File: src/rtl/fv_cmt_pkg.sv
// -----------------------------------------------------------------------------
// fv_cmt_pkg
// Shared definitions for the commit-throughput monitor: default parameter
// values, the monitor FSM state encoding and the sticky error-flag bundle.
// No ports (package).
// -----------------------------------------------------------------------------
package fv_cmt_pkg;

  localparam int FV_CMT_NUM_LANES   = 2;
  localparam int FV_CMT_CNT_W       = 32;
  localparam int FV_CMT_MAX_LATENCY = 16;
  localparam int FV_CMT_WARMUP      = 64;
  localparam int FV_CMT_STALL_LIMIT = 256;
  localparam int FV_CMT_MODE        = 0;
  localparam int FV_CMT_STALL_W     = 16;

  typedef enum logic [1:0] {
    ST_IDLE   = 2'd0,
    ST_WARMUP = 2'd1,
    ST_RUN    = 2'd2,
    ST_FAIL   = 2'd3
  } fv_cmt_state_t;

  typedef struct packed {
    logic latency;
    logic stall;
    logic overflow;
  } fv_cmt_err_t;

endpackage

File: src/rtl/fv_cmt_monitor_if.sv
// -----------------------------------------------------------------------------
// fv_cmt_monitor_if
// Bundles the monitor's control inputs, commit strobes and status outputs.
//   master : the pipeline/environment side (drives enable, clear, commit,
//            EX_kill; observes counters, state and error flags)
//   slave  : the monitor side (fv_cmt_monitor)
// Parameters NUM_LANES and CNT_W must match the monitor instance.
// -----------------------------------------------------------------------------
interface fv_cmt_monitor_if
  import fv_cmt_pkg::*;
#(
  parameter int NUM_LANES = FV_CMT_NUM_LANES,
  parameter int CNT_W     = FV_CMT_CNT_W
);

  logic                      enable;
  logic                      clear;
  logic [NUM_LANES:1]        commit;
  logic                      EX_kill;
  logic [CNT_W-1:0]          clock_counter;
  logic [CNT_W-1:0]          num_committed;
  logic [FV_CMT_STALL_W-1:0] stall_count;
  fv_cmt_state_t             state;
  logic                      err_latency;
  logic                      err_stall;
  logic                      err_overflow;
  logic                      fail;

  modport master (
    output enable, clear, commit, EX_kill,
    input  clock_counter, num_committed, stall_count, state,
           err_latency, err_stall, err_overflow, fail
  );

  modport slave (
    input  enable, clear, commit, EX_kill,
    output clock_counter, num_committed, stall_count, state,
           err_latency, err_stall, err_overflow, fail
  );

endinterface

File: src/rtl/fv_popcount.sv
// -----------------------------------------------------------------------------
// fv_popcount
// Counts the set bits of the per-lane commit strobe vector.
//   i_vec   [NUM_LANES:1]           commit strobes
//   o_count [$clog2(NUM_LANES+1)]   number of strobes set
// -----------------------------------------------------------------------------
module fv_popcount #(
  parameter  int NUM_LANES = 2,
  localparam int OUT_W     = $clog2(NUM_LANES + 1)
) (
  input  logic [NUM_LANES:1] i_vec,
  output logic [OUT_W-1:0]   o_count
);

  always_comb begin
    // NOTE: every always_comb output gets a default first so no path leaves it
    // unassigned, which would otherwise infer a latch.
    o_count = '0;
    for (int i = 1; i <= NUM_LANES; i++) begin
      o_count = o_count + OUT_W'(i_vec[i]);
    end
  end

endmodule

File: src/rtl/fv_cmt_monitor.sv
// -----------------------------------------------------------------------------
// fv_cmt_monitor
// Commit-throughput monitor. After enable it counts active cycles and
// committed instructions, flags a latency failure when the cycle count exceeds
// num_committed*MAX_LATENCY + WARMUP, optionally (MODE=1) flags runs of
// STALL_LIMIT non-committing cycles, and flags counter saturation.
//   clk    sole clock, rising edge
//   reset  synchronous active-high reset
//   bus    fv_cmt_monitor_if.slave: enable, clear, commit, EX_kill in;
//          clock_counter, num_committed, stall_count, state, err_* and fail out
// -----------------------------------------------------------------------------
module fv_cmt_monitor
  import fv_cmt_pkg::*;
#(
  parameter int NUM_LANES   = FV_CMT_NUM_LANES,
  parameter int CNT_W       = FV_CMT_CNT_W,
  parameter int MAX_LATENCY = FV_CMT_MAX_LATENCY,
  parameter int WARMUP      = FV_CMT_WARMUP,
  parameter int STALL_LIMIT = FV_CMT_STALL_LIMIT,
  parameter int MODE        = FV_CMT_MODE
) (
  input logic             clk,
  input logic             reset,
  fv_cmt_monitor_if.slave bus
);

  localparam int PC_W  = $clog2(NUM_LANES + 1);
  localparam int PRD_W = 2 * CNT_W;
  // One extra bit so product + WARMUP can never wrap.
  localparam int SUM_W = PRD_W + 1;
  localparam int SW    = FV_CMT_STALL_W;

  localparam logic [CNT_W-1:0] CNT_MAX   = '1;
  localparam logic [SW-1:0]    STALL_MAX = '1;
  localparam logic [PRD_W-1:0] LAT_EXT   = PRD_W'(MAX_LATENCY);
  localparam logic [SUM_W-1:0] WARM_EXT  = SUM_W'(WARMUP);
  localparam logic [31:0]      LIMIT_EXT = 32'(STALL_LIMIT);

  fv_cmt_state_t    r_state;
  fv_cmt_state_t    w_state_nxt;
  logic [CNT_W-1:0] r_clock_counter;
  logic [CNT_W-1:0] r_num_committed;
  logic [SW-1:0]    r_stall_count;
  logic [SW-1:0]    w_stall_nxt;
  fv_cmt_err_t      r_err;
  fv_cmt_err_t      w_err_nxt;

  logic [PC_W-1:0]  w_pop;
  logic [CNT_W:0]   w_cc_sum;
  logic [CNT_W:0]   w_nc_sum;
  logic [PRD_W-1:0] w_product;
  logic [SUM_W-1:0] w_budget;
  logic [SUM_W-1:0] w_cc_ext;
  logic             w_active;
  logic             w_in_run;
  logic             w_sat;
  logic             w_frozen;
  logic             w_any_commit;
  logic             w_warm_done;
  logic             w_latency_viol;

  fv_popcount #(.NUM_LANES(NUM_LANES)) u_popcount (
    .i_vec  (bus.commit),
    .o_count(w_pop)
  );

  assign w_active     = (r_state == ST_WARMUP) || (r_state == ST_RUN);
  assign w_in_run     = (r_state == ST_RUN);
  assign w_any_commit = |bus.commit;

  // Saturating adds: the carry-out bit selects all-ones.
  assign w_cc_sum = {1'b0, r_clock_counter} + (CNT_W + 1)'(1);
  assign w_nc_sum = {1'b0, r_num_committed} + (CNT_W + 1)'(w_pop);

  // Once either counter pins at all-ones its value is meaningless for the
  // ratio and stall checks, so both stop evaluating.
  assign w_sat    = (r_clock_counter == CNT_MAX) || (r_num_committed == CNT_MAX);
  assign w_frozen = w_sat || r_err.overflow;

  assign w_product      = {{CNT_W{1'b0}}, r_num_committed} * LAT_EXT;
  assign w_budget       = {1'b0, w_product} + WARM_EXT;
  assign w_cc_ext       = {{(SUM_W - CNT_W){1'b0}}, r_clock_counter};
  assign w_latency_viol = (w_cc_ext > w_budget);
  assign w_warm_done    = (r_num_committed != '0) || (w_cc_ext >= WARM_EXT);

  always_comb begin
    w_state_nxt = r_state;
    case (r_state)
      ST_IDLE:   if (bus.enable) w_state_nxt = ST_WARMUP;
      ST_WARMUP: if (w_warm_done) w_state_nxt = ST_RUN;
      default:   w_state_nxt = r_state;
    endcase
    // Any registered error drives the FSM to FAIL from whatever state.
    if (r_err != '0) w_state_nxt = ST_FAIL;
  end

  always_comb begin
    w_stall_nxt = r_stall_count;
    if (MODE == 0) begin
      w_stall_nxt = '0;
    end else if (w_in_run && !w_frozen) begin
      // A commit alongside EX_kill still counts as a commit.
      if (w_any_commit) begin
        w_stall_nxt = '0;
      end else if (!bus.EX_kill && (r_stall_count != STALL_MAX)) begin
        w_stall_nxt = r_stall_count + SW'(1);
      end
    end
  end

  always_comb begin
    w_err_nxt = r_err;
    if (w_active && w_sat) w_err_nxt.overflow = 1'b1;
    if (w_in_run && !w_frozen) begin
      if (w_latency_viol) w_err_nxt.latency = 1'b1;
      if ((MODE == 1) && ({16'd0, r_stall_count} >= LIMIT_EXT)) w_err_nxt.stall = 1'b1;
    end
  end

  // NOTE: sequential state uses non-blocking assignments so every register
  // samples the pre-edge values, independent of statement order.
  always_ff @(posedge clk) begin
    if (reset || bus.clear) begin
      r_state         <= ST_IDLE;
      r_clock_counter <= '0;
      r_num_committed <= '0;
      r_stall_count   <= '0;
      r_err           <= '0;
    end else begin
      r_state <= w_state_nxt;
      // Commits outside WARMUP/RUN are ignored; counters hold in IDLE/FAIL.
      if (w_active) begin
        r_clock_counter <= w_cc_sum[CNT_W] ? CNT_MAX : w_cc_sum[CNT_W-1:0];
        r_num_committed <= w_nc_sum[CNT_W] ? CNT_MAX : w_nc_sum[CNT_W-1:0];
      end
      r_stall_count <= w_stall_nxt;
      r_err         <= w_err_nxt;
    end
  end

  assign bus.state         = r_state;
  assign bus.clock_counter = r_clock_counter;
  assign bus.num_committed = r_num_committed;
  assign bus.stall_count   = r_stall_count;
  assign bus.err_latency   = r_err.latency;
  assign bus.err_stall     = r_err.stall;
  assign bus.err_overflow  = r_err.overflow;
  assign bus.fail          = |r_err;

endmodule

File: src/flat_wrapper.sv
// flat-port wrapper written by rule: the top's interface ports become plain ports
module fv_cmt_monitor_flat import fv_cmt_pkg::*;
#(
  parameter int NUM_LANES   = FV_CMT_NUM_LANES,
  parameter int CNT_W       = FV_CMT_CNT_W,
  parameter int MAX_LATENCY = FV_CMT_MAX_LATENCY,
  parameter int WARMUP      = FV_CMT_WARMUP,
  parameter int STALL_LIMIT = FV_CMT_STALL_LIMIT,
  parameter int MODE        = FV_CMT_MODE
)
  (clk, reset, bus_enable, bus_clear, bus_commit, bus_EX_kill, bus_clock_counter, bus_num_committed, bus_stall_count, bus_state, bus_err_latency, bus_err_stall, bus_err_overflow, bus_fail);
  fv_cmt_monitor_if #(.NUM_LANES(NUM_LANES), .CNT_W(CNT_W)) bus_i ();
  input logic clk;
  input logic reset;
  input wire logic [$bits(bus_i.enable)-1:0] bus_enable;
  input wire logic [$bits(bus_i.clear)-1:0] bus_clear;
  input wire logic [$bits(bus_i.commit)-1:0] bus_commit;
  input wire logic [$bits(bus_i.EX_kill)-1:0] bus_EX_kill;
  output wire logic [$bits(bus_i.clock_counter)-1:0] bus_clock_counter;
  output wire logic [$bits(bus_i.num_committed)-1:0] bus_num_committed;
  output wire logic [$bits(bus_i.stall_count)-1:0] bus_stall_count;
  output wire logic [$bits(bus_i.state)-1:0] bus_state;
  output wire logic [$bits(bus_i.err_latency)-1:0] bus_err_latency;
  output wire logic [$bits(bus_i.err_stall)-1:0] bus_err_stall;
  output wire logic [$bits(bus_i.err_overflow)-1:0] bus_err_overflow;
  output wire logic [$bits(bus_i.fail)-1:0] bus_fail;
  assign bus_i.enable = bus_enable;
  assign bus_i.clear = bus_clear;
  assign bus_i.commit = bus_commit;
  assign bus_i.EX_kill = bus_EX_kill;
  assign bus_clock_counter = bus_i.clock_counter;
  assign bus_num_committed = bus_i.num_committed;
  assign bus_stall_count = bus_i.stall_count;
  assign bus_state = bus_i.state;
  assign bus_err_latency = bus_i.err_latency;
  assign bus_err_stall = bus_i.err_stall;
  assign bus_err_overflow = bus_i.err_overflow;
  assign bus_fail = bus_i.fail;
  fv_cmt_monitor #(.NUM_LANES(NUM_LANES), .CNT_W(CNT_W), .MAX_LATENCY(MAX_LATENCY), .WARMUP(WARMUP), .STALL_LIMIT(STALL_LIMIT), .MODE(MODE)) u_core (.clk(clk), .reset(reset), .bus(bus_i));
endmodule
File: config.mk
export PLATFORM = sky130hd
export DESIGN_NAME = fv_cmt_monitor_flat
export DESIGN_NICKNAME = d
export VERILOG_FILES = /design/src/rtl/fv_cmt_pkg.sv /design/src/rtl/fv_cmt_monitor_if.sv /design/src/rtl/fv_popcount.sv /design/src/rtl/fv_cmt_monitor.sv /design/src/flat_wrapper.sv
export SDC_FILE = /design/constraint.sdc
export NUM_CORES = 1
export LEC_CHECK = 0
export ABC_CLOCK_PERIOD_IN_PS = 3370
export CORE_ASPECT_RATIO = 0.5
export CORE_MARGIN = 5
export CORE_UTILIZATION = 53
export CTS_BUF_LIST = sky130_fd_sc_hd__clkbuf_8 sky130_fd_sc_hd__clkbuf_16
export DETAILED_ROUTE_END_ITERATION = 10
export PLACE_DENSITY = 0.82
export SYNTH_ARGS = -nofsm -noshare
export SYNTH_HDL_FRONTEND = slang
export SYNTH_SLANG_ARGS = --single-unit
File: constraint.sdc
create_clock -name clk -period 3.37 [get_ports clk]
set_input_delay 0.5055 -clock clk [delete_from_list [all_inputs] [get_ports clk]]
set_output_delay 0.5055 -clock clk [all_outputs]
set_load 0.01 [all_outputs]
==> reports/results.tsv, run 1 <==
stage	metric	value	unit
timing	Max-slew headroom	50.9	%
timing	skew final	4.30	ps
cells_and_area	layout cell share with drive strength beyond 1	7.14	%
placement	Placer Congestion	0.938	
yosys	register bit total from synthesis	68	
clock_network	root buffer cell	clkbuf_16	
grt	GRT overflow	0	
route	Routed wire per std cell	18.2	um
timing	Final period util	92.8	%
timing	Worst Setup Slack, final	242	ps
die	Die Width	144	um
yosys	number of flops mapped to enable cells by yosys	0	
die	Die Ht	76.9	um
die	core outline area	8710	sq um
yosys	Mapped Cells	584	
yosys	Post-Syn Area per Cell	8.12	sq um
grt	vias in the first global route	4352	
power_and_ir_drop	Peak VDD IR	0.241	mV
timing	Fin. Hold Viols	0	
grt	gr usage total	25.9	%
worst_setup_path	required time worst endpoint	3580	ps
placement	Place WS	271	ps
route	final wirelength	14.1	mm
timing	maximum clock frequency	320	MHz
run_status	outcome	finished, final reports clean	
cells_and_area	area grow syn2layout	22.9	%
route	Initial DRT Pass Iterations	5	
route	Iter 0 DRT Violations	363	
clock_network	worst-skew pair later-pin latency	340	ps
timing	Slew Limit Fails	0	
route	ANT nets after route	0	
worst_hold_path	worst hold stages	2	
power_and_ir_drop	final total power	0.00176	W
clock_network	Clock Pin Slew Worst Setup and Hold Paths	50	ps
worst_setup_path	critical path class	reg -> reg	
cells_and_area	Antenna Cells	0	
clock_network	maximum level of the CTS H-tree	3	
worst_setup_path	critical path endpoint category	flop	
placement	hpwl dp	10.5	mm
yosys	post-synthesis sequential area ratio	28.7	%
worst_hold_path	hold crit path type	reg -> reg	
timing	Period minus WS final	3130	ps
job	MaxCap Viol Count	0	
yosys	unique cell type count in the Yosys netlist	50	
die	row cnt	24	
worst_setup_path	crit path max fanout	7	
power_and_ir_drop	Leakage	2.18	nW
grt	largest net degree at the start of global routing	28	
clock_network	Max Buffers Root-to-Sink	2	
timing	WHS	494	ps
worst_hold_path	min-delay src	u_core.bus.err_latency$_SDFFE_PP0P_	
worst_setup_path	startpoint class of the critical path	flop	
worst_setup_path	Critical Path Start	u_core.bus.num_committed[8]$_SDFFE_PP0N_	
clock_network	CTS buffer count	9	
route	DR DRC count	0	
cells_and_area	Nets	698	
yosys	Synth warnings	0	
grt	first-pass GRT wire length	22.8	mm
yosys	Mapped Area	4740	sq um
clock_network	CTS tree	yes	
worst_setup_path	crit path DAT	3340	ps
worst_setup_path	worst r2r src	u_core.bus.num_committed[8]$_SDFFE_PP0N_	
yosys	Main synth FF type	dfxtp_1	
die	Initial Utilization	54.4	%
placement	Port Buffer Count	74	
worst_setup_path	reg2reg path depth	13	
die	die area	11100	sq um
cells_and_area	final std cells w/o fill	775	
power_and_ir_drop	Power Dens Cells	302	nW/um^2
timing	final number of setup-violating endpoints	0	
yosys	async set-reset flop share out of synthesis	0	%
timing	Worst Max-Slew Pin Slew	730	ps
route	via count	4739	
die	# IOs	93	
clock_network	clock sinks	68	
grt	initial antenna violation count	0	
worst_setup_path	setup slack, reg-to-reg	240	ps
route	Via-to-Cell Ratio	6.11	
placement	Placed Instances	760	
synth_stat cells, types with 2 or more instances:
master / instances / area [sq um]
dfxtp_1: 68 / 1360
a21oi_1: 66 / 330
nor2_1: 42 / 158
xor2_1: 41 / 359
nand3_1: 37 / 185
ha_1: 36 / 450
nand2_1: 35 / 131
xnor2_1: 35 / 307
nand4_1: 30 / 188
nor4_1: 20 / 125
clkbuf_1: 19 / 71.3
inv_1: 18 / 67.6
buf_4: 17 / 128
and4_1: 14 / 123
and3_1: 13 / 81.3
nor3_1: 13 / 65.1
buf_2: 11 / 55.1
o21ai_0: 9 / 45.0
and2_1: 6 / 37.5
a21o_1: 5 / 37.5
a31oi_1: 5 / 31.3
or2_2: 5 / 31.3
buf_6: 3 / 33.8
o211a_1: 3 / 30.0
a211oi_1: 2 / 15.0
a311oi_1: 2 / 17.5
buf_1: 2 / 7.51
clkbuf_2: 2 / 10.0
mux2i_1: 2 / 20.0
nand3b_1: 2 / 15.0
nor4_4: 2 / 42.5
metrics by stage:
step                utilization, %  setup TNS [ps]  cell area [sq um]
floorplan                        -               0               4800
global placement              63.8               0               5560
detailed placement            63.8               0               5560
CTS                           66.9               0               5830
global route                  66.9           -5.34               5830
finish                        66.9               0               5830
cells by family after synthesis:
family / count (synthesis) / synth area share [%]
flip-flops: 68 / 28.7
AO/OA/AOI/OAI: 100 / 12.2
multiplexers: 2 / 0.422
other: 1 / 0.0791
AND/OR/NAND/NOR: 228 / 26.8
XOR/XNOR: 76 / 14.0
buffers and inverters: 72 / 7.86
adder cells (fa/ha/maj): 37 / 9.92
area by class of cell:
type	instances	area, sq um
Multi-Input combinational cell	460	3070
Fill cell	718	2880
Sequential cell	68	1360
Timing Repair Buffer	97	913
Clock buffer	11	253
Tap cell	117	146
Inverter	18	67.6
Clock inverter	4	17.5
routing by layer:
metal | vias up | GRT usage [%] | routed length, um
met1 | 2261 | 36.5 | 6400
met3 | 31 | 8.02 | 1390
met2 | 246 | 37.4 | 6050
met4 | 0 | 8.65 | 267
met5 | - | 0 | 0
li1 | 2201 | - | -
power by group:
| part | switching (W) | internal [W] |
|---|---|---|
| clock network | 0.000338 | 0.000525 |
| logic | 0.0000530 | 0.0000300 |
| registers | 0.00000506 | 0.000808 |
| total | 0.000396 | 0.00136 |
path summary, 6_finish.rpt:
path                                                             to
worst min register to register  u_core.bus.err_latency$_SDFFE_PP0P_
worst max-delay path            u_core.bus.err_latency$_SDFFE_PP0P_
worst max register to register  u_core.bus.err_latency$_SDFFE_PP0P_
worst min-delay path            u_core.bus.err_latency$_SDFFE_PP0P_
what timing repair did:
action                                  CTS  global route
hold buffers                              0             0
setup buffers                             0             0
resized for setup                         0             1
endpoints found under the setup margin    0             1
sequential cells by signal, indices dropped and copies added, names as in the netlist:
name and flops:
u_core.bus.num_committed 32, u_core.bus.clock_counter 32, u_core.bus.state 2, u_core.bus.err_latency 1, u_core.bus.err_overflow 1
worst max-delay path, stage by stage, from the launching register on:
cell	delay (ps)
dfxtp_1	520
nand3_1	270
nor4_4	330
nand2_1	150
nor2_1	170
nand2_1	90
xor2_1	150
ha_1	310
nand3_1	140
nor4bb_1	410
a31oi_1	110
and3b_1	210
nand4_1	70
o31ai_1	60
cell usage in the layout, fill, tap and decap left out, types with 9 or more instances in the layout:
master,n
xor2_1,41
nor2_1,42
a21oi_1,66
ha_1,36
conb_1,17
buf_4,23
nor3_1,13
inv_1,20
xnor2_1,35
clkdlybuf4s50_1,74
nand4_1,30
and3_1,13
o21ai_0,9
and4_1,14
dfxtp_1,68
nand3_1,37
nand2_1,35
clkbuf_16,9
nor4_1,20
(Power assumes the default switching activity.)
==> inputs of run 2 (changes only) <==
CTS_CLUSTER_SIZE = 10   (was default)
MAX_ROUTING_LAYER = met4   (was default)
==> reports/results.tsv, run 2 (synthesized netlist as in run 1, its figures left out) <==
stage	metric	value	unit	change
placement	Place WS	203	ps	-68.1 ps
timing	final number of setup-violating endpoints	0		unchanged
power_and_ir_drop	clock share of power	55.6	%	+6.5 points
grt	GRT overflow	0		unchanged
die	Initial Utilization	54.4	%	unchanged
worst_setup_path	critical path endpoint category	flop		
clock_network	Clock Pin Slew Worst Setup and Hold Paths	50	ps	about the same
worst_setup_path	crit path DAT	3420	ps	+80 ps
power_and_ir_drop	Int Power	0.00160	W	+17%
route	Via-to-Cell Ratio	6.07		-0.81%
timing	Worst Setup Slack, final	166	ps	-75.4 ps
grt	largest net degree at the start of global routing	32		+14%
die	Die Width	144	um	unchanged
die	die area	11100	sq um	unchanged
die	# IOs	93		unchanged
die	row cnt	24		unchanged
die	Die Ht	76.9	um	unchanged
placement	hpwl dp	10.5	mm	+0.23%
worst_setup_path	reg2reg path depth	12		-1
cells_and_area	layout cell share with drive strength beyond 1	8.14	%	+1.0 points
job	MaxCap Viol Count	0		unchanged
worst_setup_path	CP Capture Point	u_core.bus.err_latency$_SDFFE_PP0P_		
timing	Fin. Hold Viols	0		unchanged
worst_setup_path	crit path max fanout	7		unchanged
placement	Port Buffer Count	74		unchanged
timing	Slew Limit Fails	0		unchanged
clock_network	root buffer cell	clkbuf_16		
power_and_ir_drop	combinational group share of total power	4.1	%	-0.6 points
worst_setup_path	critical path class	reg -> reg		
power_and_ir_drop	Power Dens Cells	340	nW/um^2	+12%
route	DR DRC count	0		unchanged
power_and_ir_drop	Peak VDD IR	0.261	mV	+8.1%
timing	maximum clock frequency	312	MHz	-2.4%
worst_setup_path	worst r2r src	u_core.bus.num_committed[7]$_SDFFE_PP0N_		
clock_network	maximum level of the CTS H-tree	3		unchanged
route	via count	4731		-0.17%
die	core outline area	8710	sq um	unchanged
cells_and_area	most common cell after layout, fill and taps aside	clkdlybuf4s50_1		
worst_setup_path	Reg2Reg Capture Point	u_core.bus.err_latency$_SDFFE_PP0P_		
grt	vias in the first global route	4305		-1.1%
grt	met1 GRT Util	37.4	%	+0.91 points
cells_and_area	Nets	702		+0.57%
placement	Placer Congestion	0.931		-0.76%
grt	first-pass GRT wire length	22.7	mm	-0.46%
timing	WHS	488	ps	-5.95 ps
clock_network	CTS buffer count	9		unchanged
clock_network	Max Buffers Root-to-Sink	2		unchanged
worst_hold_path	hold crit path type	reg -> reg		
route	ANT nets after route	0		unchanged
clock_network	CTS tree	yes		
cells_and_area	area of the multi-input gates	3070	sq um	+0.20%
power_and_ir_drop	switching part of the total	20.9	%	-1.6 points
worst_setup_path	setup slack, reg-to-reg	170	ps	-80 ps
route	Iter 0 DRT Violations	503		+39%
timing	Final period util	95.1	%	+2.2 points
route	final wirelength	14.2	mm	+0.67%
worst_setup_path	required time worst endpoint	3590	ps	about the same
route	Routed wire per std cell	18.2	um	about the same
grt	gr usage total	26.6	%	+0.70 points
run_status	outcome	finished, final reports clean		
power_and_ir_drop	Net Switching	0.000423	W	+6.6%
worst_setup_path	Critical Path Start	u_core.bus.num_committed[7]$_SDFFE_PP0N_		
grt	grt peak-use layer	met2		
clock_network	worst-skew pair later-pin latency	350	ps	about the same
clock_network	Post-CTS Hold Fix Bufs	0		unchanged
timing	Max-slew headroom	51.1	%	+0.14 points
cells_and_area	fill count	704		-1.9%
power_and_ir_drop	Leakage	2.24	nW	+2.5%
timing	Worst Max-Slew Pin Slew	727	ps	-2.14 ps
grt	initial antenna violation count	0		unchanged
cells_and_area	register area	1360	sq um	unchanged
cells_and_area	Antenna Cells	0		unchanged
cells_and_area	most frequent cells in the layout	clkdlybuf4s50_1, dfxtp_1, a21oi_1, nor2_1, xor2_1		
route	Initial DRT Pass Iterations	5		unchanged
worst_setup_path	startpoint class of the critical path	flop		
cells_and_area	area grow syn2layout	25.4	%	
power_and_ir_drop	final total power	0.00202	W	+15%
grt	M3 GR Usage	6.09	%	-1.9 points
timing	skew final	5.27	ps	+0.969 ps
grt	GR met2 Demand/Resource	39.2	%	+1.8 points
clock_network	clock sinks	68		unchanged
timing	Period minus WS final	3200	ps	+75.4 ps
power_and_ir_drop	sequential share of power	40.3	%	-5.9 points
run 2: layout make-up:
| class | count | share of cell area (%) |
|---|---|---|
| Multi-Input combinational cell | 460 | 51.7 |
| Sequential cell | 68 | 22.9 |
| Timing Repair Buffer | 101 | 15.9 |
| Clock buffer | 11 | 4.25 |
| Tap cell | 117 | 2.46 |
| Clock inverter | 5 | 1.66 |
| Inverter | 18 | 1.14 |
run 2: what timing repair did:
item | in CTS | in global routing
endpoints found under the setup margin | 0 | 1
setup buffers | 0 | 1
resized for setup | 0 | 2
run 2: worst min-delay path by stage:
| stage | endpoint | slack (ps) | cells past startpoint | from |
|---|---|---|---|---|
| after floorplan | u_core.bus.err_latency$_SDFFE_PP0P_ | 500 | 2 | u_core.bus.err_latency$_SDFFE_PP0P_ |
| after global placement | u_core.bus.err_latency$_SDFFE_PP0P_ | 480 | 2 | u_core.bus.err_latency$_SDFFE_PP0P_ |
| after detailed placement | u_core.bus.err_latency$_SDFFE_PP0P_ | 480 | 2 | u_core.bus.err_latency$_SDFFE_PP0P_ |
| after CTS | u_core.bus.err_latency$_SDFFE_PP0P_ | 490 | 2 | u_core.bus.err_latency$_SDFFE_PP0P_ |
| after global routing | u_core.bus.err_latency$_SDFFE_PP0P_ | 510 | 2 | u_core.bus.err_latency$_SDFFE_PP0P_ |
| final | u_core.bus.err_latency$_SDFFE_PP0P_ | 490 | 2 | u_core.bus.err_latency$_SDFFE_PP0P_ |
run 2: per-layer routing:
metal | vias to the layer above | routed length (um) | share of wire (%)
met5 | - | 0 | 0
met4 | 0 | 191 | 1.3
met3 | 26 | 1240 | 8.7
met2 | 225 | 6220 | 44
met1 | 2274 | 6550 | 46
li1 | 2206 | - | -
run 2: power groups by stage:
stage	sequential [W]	combinational [W]	clock (W)
global route	0.000813	0.0000911	0.00117
finish	0.000813	0.0000836	0.00112
global placement	0.000830	0.0000786	0
floorplan	0.000831	0.0000638	0
detailed placement	0.000830	0.0000815	0
CTS	0.000813	0.0000820	0.00112
run 2: critical path, cell delays in order, from the launching register on:
cell and delay [ps]:
dfxtp_1 480, nand4_4 230, buf_4 220, nor3_1 390
nand3_1 210, xor2_1 190, ha_1 350, nand4_1 160
nor4bb_2 380, a31oi_1 120, and3b_1 210, nand4_1 80
o31ai_1 60
run 2: metrics by stage:
step	cell area, sq um	utilization (%)	TNS [ps]	instances
2_1_floorplan	4800	-	0	600
3_3_place_gp	5580	64.1	0	763
3_5_place_dp	5580	64.1	0	763
4_1_cts	5930	68.1	0	779
5_1_grt	5940	68.3	-47.4	780
6_report	5940	68.3	0	780
==> inputs of run 3 (changes only) <==
CORE_UTILIZATION = 30   (was 53)
PLACE_DENSITY = 0.51   (was 0.82)
==> reports/results.tsv, run 3 (synthesized netlist as in run 1, its figures left out) <==
stage	metric	value	unit	change
run_status	outcome	finished, final reports clean		
cells_and_area	final std cells w/o fill	878		+13%
clock_network	maximum level of the CTS H-tree	3		unchanged
timing	setup TNS	0	ps	unchanged
cells_and_area	layout cell share with drive strength beyond 1	9.94	%	+1.8 points
timing	final number of setup-violating endpoints	0		unchanged
clock_network	CTS buffer count	9		unchanged
cells_and_area	Antenna Cells	0		unchanged
worst_setup_path	Slowest-stage cell, CP	dfxtp_1		
cells_and_area	register area	1360	sq um	about the same
grt	gr usage total	17.3	%	-9.3 points
clock_network	clock sinks	68		unchanged
worst_setup_path	critical path endpoint category	flop		
route	Highest Signal Layer	met4		
cells_and_area	most common cell after layout, fill and taps aside	clkdlybuf4s50_1		
worst_setup_path	required time worst endpoint	3570	ps	-20 ps
cells_and_area	area grow syn2layout	28.1	%	
grt	initial antenna violation count	0		unchanged
worst_setup_path	setup slack, reg-to-reg	320	ps	+150 ps
power_and_ir_drop	Leakage	2.27	nW	+1.6%
worst_setup_path	startpoint class of the critical path	flop		
die	Initial Utilization	30.7	%	-24 points
die	Die Ht	98.9	um	+29%
die	core outline area	15500	sq um	+77%
route	Iter 0 DRT Violations	374		-26%
worst_setup_path	worst path buffer plus inverter count	1		unchanged
worst_setup_path	Top delay family on crit path	simple AND/OR/NAND/NOR gates		
placement	Port Buffer Count	74		unchanged
route	met2 wire len	6.59	mm	+5.9%
timing	Max-slew headroom	46.8	%	-4.3 points
timing	Worst Max-Slew Pin Slew	791	ps	+63.9 ps
placement	Placer Congestion	0.890		-4.3%
die	die area	18600	sq um	+68%
worst_setup_path	slowest stage delay, CP	410	ps	-70 ps
route	met3 routed WL	651	um	-48%
timing	Slew Limit Fails	0		unchanged
timing	Final period util	90.5	%	-4.6 points
grt	largest net degree at the start of global routing	28		-13%
route	via count	4529		-4.3%
route	Initial DRT Pass Iterations	5		unchanged
cells_and_area	area of the multi-input gates	3090	sq um	+0.45%
die	Die Width	188	um	+31%
timing	Period minus WS final	3050	ps	-154 ps
route	met1 wire length	8.29	mm	+27%
route	DR DRC count	0		unchanged
route	ANT nets after route	0		unchanged
timing	RSZ-0062 raised after global routing	no		
placement	Placement Cell Area	5790	sq um	+3.8%
cells_and_area	cell area after layout	6070	sq um	+2.1%
timing	Fin. Hold Viols	0		unchanged
timing	maximum clock frequency	328	MHz	+5.1%
clock_network	CTS tree	yes		
worst_setup_path	Critical Path Start	u_core.bus.num_committed[3]$_SDFFE_PP0N_		
cells_and_area	most frequent cells in the layout	clkdlybuf4s50_1, dfxtp_1, a21oi_1, nor2_1, xor2_1		
power_and_ir_drop	Peak VDD IR	0.201	mV	-23%
placement	Place WS	215	ps	+12.3 ps
cells_and_area	fill count	1603		+130%
grt	GRT overflow	0		unchanged
power_and_ir_drop	Power Dens Cells	289	nW/um^2	-15%
worst_hold_path	hold crit path type	reg -> reg		
worst_setup_path	critical path class	reg -> reg		
placement	hpwl dp	12.0	mm	+15%
die	# IOs	93		unchanged
clock_network	worst-skew pair later-pin latency	330	ps	-20 ps
clock_network	root buffer cell	clkbuf_16		
die	row cnt	32		+33%
clock_network	Clock Pin Slew Worst Setup and Hold Paths	50	ps	about the same
worst_hold_path	min-delay src	u_core.bus.err_latency$_SDFFE_PP0P_		
worst_setup_path	crit path max fanout	8		+1
clock_network	Max Buffers Root-to-Sink	2		unchanged
route	Via-to-Cell Ratio	5.16		-15%
worst_setup_path	sequence of cells on the critical path	ha_1, nand3_1, nor4_4, buf_4, nand2_1, xor2_1, ha_1, and4_1, a221oi_1, nor3_1, a2111oi_2, o31ai_1		
timing	Worst Setup Slack, final	320	ps	+154 ps
worst_setup_path	crit path DAT	3250	ps	-170 ps
cells_and_area	Nets	715		+1.9%
placement	Placed Instances	864		+13%
worst_setup_path	most frequent CP cell	ha_1		
job	MaxCap Viol Count	0		unchanged
worst_setup_path	worst r2r src	u_core.bus.num_committed[3]$_SDFFE_PP0N_		
route	final wirelength	15.6	mm	+10%
route	Routed wire per std cell	17.8	um	-2.2%
timing	WHS	493	ps	+5.60 ps
timing	skew final	7.21	ps	+1.95 ps
grt	vias in the first global route	4345		+0.93%
grt	first-pass GRT wire length	24.8	mm	+9.0%
## run 3: final timing paths
check | to | cells after the start
hold / removal | u_core.bus.err_latency$_SDFFE_PP0P_ | 2
setup reg to reg | u_core.bus.err_latency$_SDFFE_PP0P_ | 12
setup / recovery | u_core.bus.err_latency$_SDFFE_PP0P_ | 12
hold reg to reg | u_core.bus.err_latency$_SDFFE_PP0P_ | 2
## run 3: worst register-to-register path, stage by stage (launching register included)
cell and delay [ps]:
dfxtp_1 410, ha_1 200, nand3_1 170, nor4_4 310, buf_4 200, nand2_1 90, xor2_1 180, ha_1 270
and4_1 220, a221oi_1 290, nor3_1 90, a2111oi_2 380, o31ai_1 130
## run 3: power by group
part	internal (W)	switching (W)	leakage, nW	total, W
clock network	0.000503	0.000355	0.135	0.000858
logic	0.0000304	0.0000548	1.59	0.0000852
registers	0.000808	0.00000433	0.548	0.000812
## run 3: final cells by class
cell class	count	area share, %
clock buffers	10	3.94
repair buffers	114	17.1
clock inverters	4	0.309
inverters	18	1.11
well taps	204	4.20
flip-flops and latches	68	22.4
multi-input cells	460	50.9
## run 3: repair_timing
item | CTS | global route
setup buffers | 0 | 0
hold endpoints to repair | 0 | 0
hold buffers | 0 | 0
resized for setup | 0 | 5
endpoints found under the setup margin | 0 | 1
## run 3: routing by layer
metal	vias up	GRT usage (%)
met5	-	-
met4	0	2.87
met3	10	2.65
met2	92	25.3
met1	2194	25.6
li1	2233	-
## run 3: through the flow
stage          utilization (%)  power [W]
3_3_place_gp              37.5   0.000914
3_5_place_dp              37.5   0.000914
4_1_cts                   39.1    0.00178
5_1_grt                   39.3    0.00182
6_report                  39.3    0.00176
2_1_floorplan                -   0.000894
==> RTL change (settings of run 2) <==
Change the package constant `FV_CMT_CNT_W` from 32 to 48.
--- a/src/rtl/fv_cmt_pkg.sv
+++ b/src/rtl/fv_cmt_pkg.sv
@@ -9,3 +9,3 @@
   localparam int FV_CMT_NUM_LANES   = 2;
-  localparam int FV_CMT_CNT_W       = 32;
+  localparam int FV_CMT_CNT_W       = 48;
   localparam int FV_CMT_MAX_LATENCY = 16;
Interface: changed (resized bus_clock_counter and bus_num_committed); port bits go from 93 to 125. No check against the original RTL was run, so the function may have changed too.
==> RTL change against run 2 <==
The flow now finishes with violations (negative setup slack); total power increased by 16%; via count increased by 58%; worst setup slack worse by 0.22 ns; largest power group is now sequential cells; routed wire length up 78%; synthesized area up 45%; cell area up 53%; sequential cell count up 32; synthesized cell count is 48% higher; critical endpoint unchanged.
==> RTL change: results (changes against run 2) <==
* Global-route usage over all layers at 32.5% (+5.9 points)
* Worst Slack Setup Final at -0.0491 ns (-0.215 ns)
* Worst path max stage delay at 0.61 ns (+0.13 ns)
* Tightest Pin Transition at 0.973 ns (+0.245 ns)
* # nets final at 1,087 (+55%)
* GP Congestion at 0.951 (+2.1%)
* I/O Buffers at 106 (+43%)
* Iteration-0 DRC Markers at 1,138 (+130%)
* M2 GR Usage at 45.0% (+5.8 points)
* Failing checks: negative setup slack
* Distinct cells, synth at 48 (-4.0%)
* Placed Instance Area at 8640 um^2 (+55%)
* Setup violators final at 1 (+1)
* CP arrival at 3.69 ns (+0.27 ns)
* First-pass GRT wire length at 38.2 mm (+68%)
* M3 GR Usage at 9.31% (+3.2 points)
* Initial antenna violation count at 2 (+2)
* Largest net degree at the start of global routing at 52 (+63%)
* Setup TNS at -0.0491 ns (-0.0491 ns)
* Skew final at 0.00959 ns (+0.00432 ns)
* Vias in the first global route at 6,736 (+56%)
* Filler Cells Inserted at 1,055 (+50%)
* GR Util met1 at 47.3% (+9.9 points)
* Status: finished with violations
* WL/cell at 21.0 um (+15%)
* Slowest stage cell, crit path: or4_4
* Critical-path maximum fanout at 4 (-3)
-- RTL change: changes by cell type after synthesis, sizes merged, moves of 9 or more --
cell	run 2	this run
nor2	42	67
nand3	37	46
a21oi	66	93
nor4	22	35
nor3	14	27
xnor2	35	62
clkbuf	21	52
nand2	36	56
ha	36	52
dfxtp	68	100
nand4	31	54
-- RTL change: repair_timing --
| action | in CTS | in global routing |
|---|---|---|
| pin swaps | 4 | 20 |
| cloned | 0 | 0 |
| hold buffers | 0 | 0 |
| resized for setup | 6 | 29 |
| buffers inserted | 0 | 4 |
| setup endpoints to repair | 1 | 1 |
-- RTL change: where the power goes --
part | leakage, nW | total (W) | internal (W) | switching, W
Combinational | 2.29 | 0.0000899 | 0.0000311 | 0.0000588
Clock | 0.135 | 0.00106 | 0.000573 | 0.000491
Sequential | 0.810 | 0.00119 | 0.00118 | 0.00000528
Total | 3.23 | 0.00234 | 0.00179 | 0.000555
-- RTL change: layer usage --
layer  part of all wire, %  vias up
li1                      -     3421
met1                    44     3590
met2                    42      399
met3                    13       44
met4                   1.5        0
met5                     0        -
-- RTL change: area by class of cell --
cell class | count | area, um^2 | share of cell area (%)
multi-input cells | 681 | 4630 | 50.8
flip-flops and latches | 100 | 2010 | 22.1
repair buffers | 211 | 1880 | 20.6
clock buffers | 9 | 225 | 2.47
well taps | 170 | 213 | 2.33
inverters | 24 | 90.1 | 0.988
clock inverters | 6 | 65.1 | 0.714
diodes | 1 | 2.50 | 0.0274
-- RTL change: cells by family after synthesis --
| family | synth area share, % |
|---|---|
| compound gates | 12.7 |
| xor+xnor | 14.1 |
| fa+ha+maj | 9.75 |
| buf+inv | 6.58 |
| flops | 29.1 |
| mux | 0.873 |
| other cells | 0.0545 |
| simple gates | 26.8 |
-- RTL change: final timing paths --
kind                               start  cells past startpoint                     end  slack (ns)
max          u_core.bus.num_committed[4]                     14  u_core.bus.err_latency       -0.05
min                  u_core.bus.state[1]                      2     u_core.bus.state[1]        0.56
max reg2reg  u_core.bus.num_committed[4]                     14  u_core.bus.err_latency       -0.05
min reg2reg          u_core.bus.state[1]                      2     u_core.bus.state[1]        0.56
-- RTL change: tightest hold or removal path, stage by stage, from the launching register on --
cell and delay, ns:
dfxtp_1 0.35, nor2_1 0.11, a211oi_1 0.06
-- RTL change: stage by stage --
| stage | utilization [%] | hold WS, ns | power (W) |
|---|---|---|---|
| global placement | 68.0 | 0.534 | 0.00130 |
| finish | 71.8 | 0.559 | 0.00234 |
| floorplan | - | 0.531 | 0.00129 |
| global route | 71.8 | 0.585 | 0.00241 |
| CTS | 70.6 | 0.558 | 0.00234 |
| detailed placement | 68.0 | 0.543 | 0.00130 |
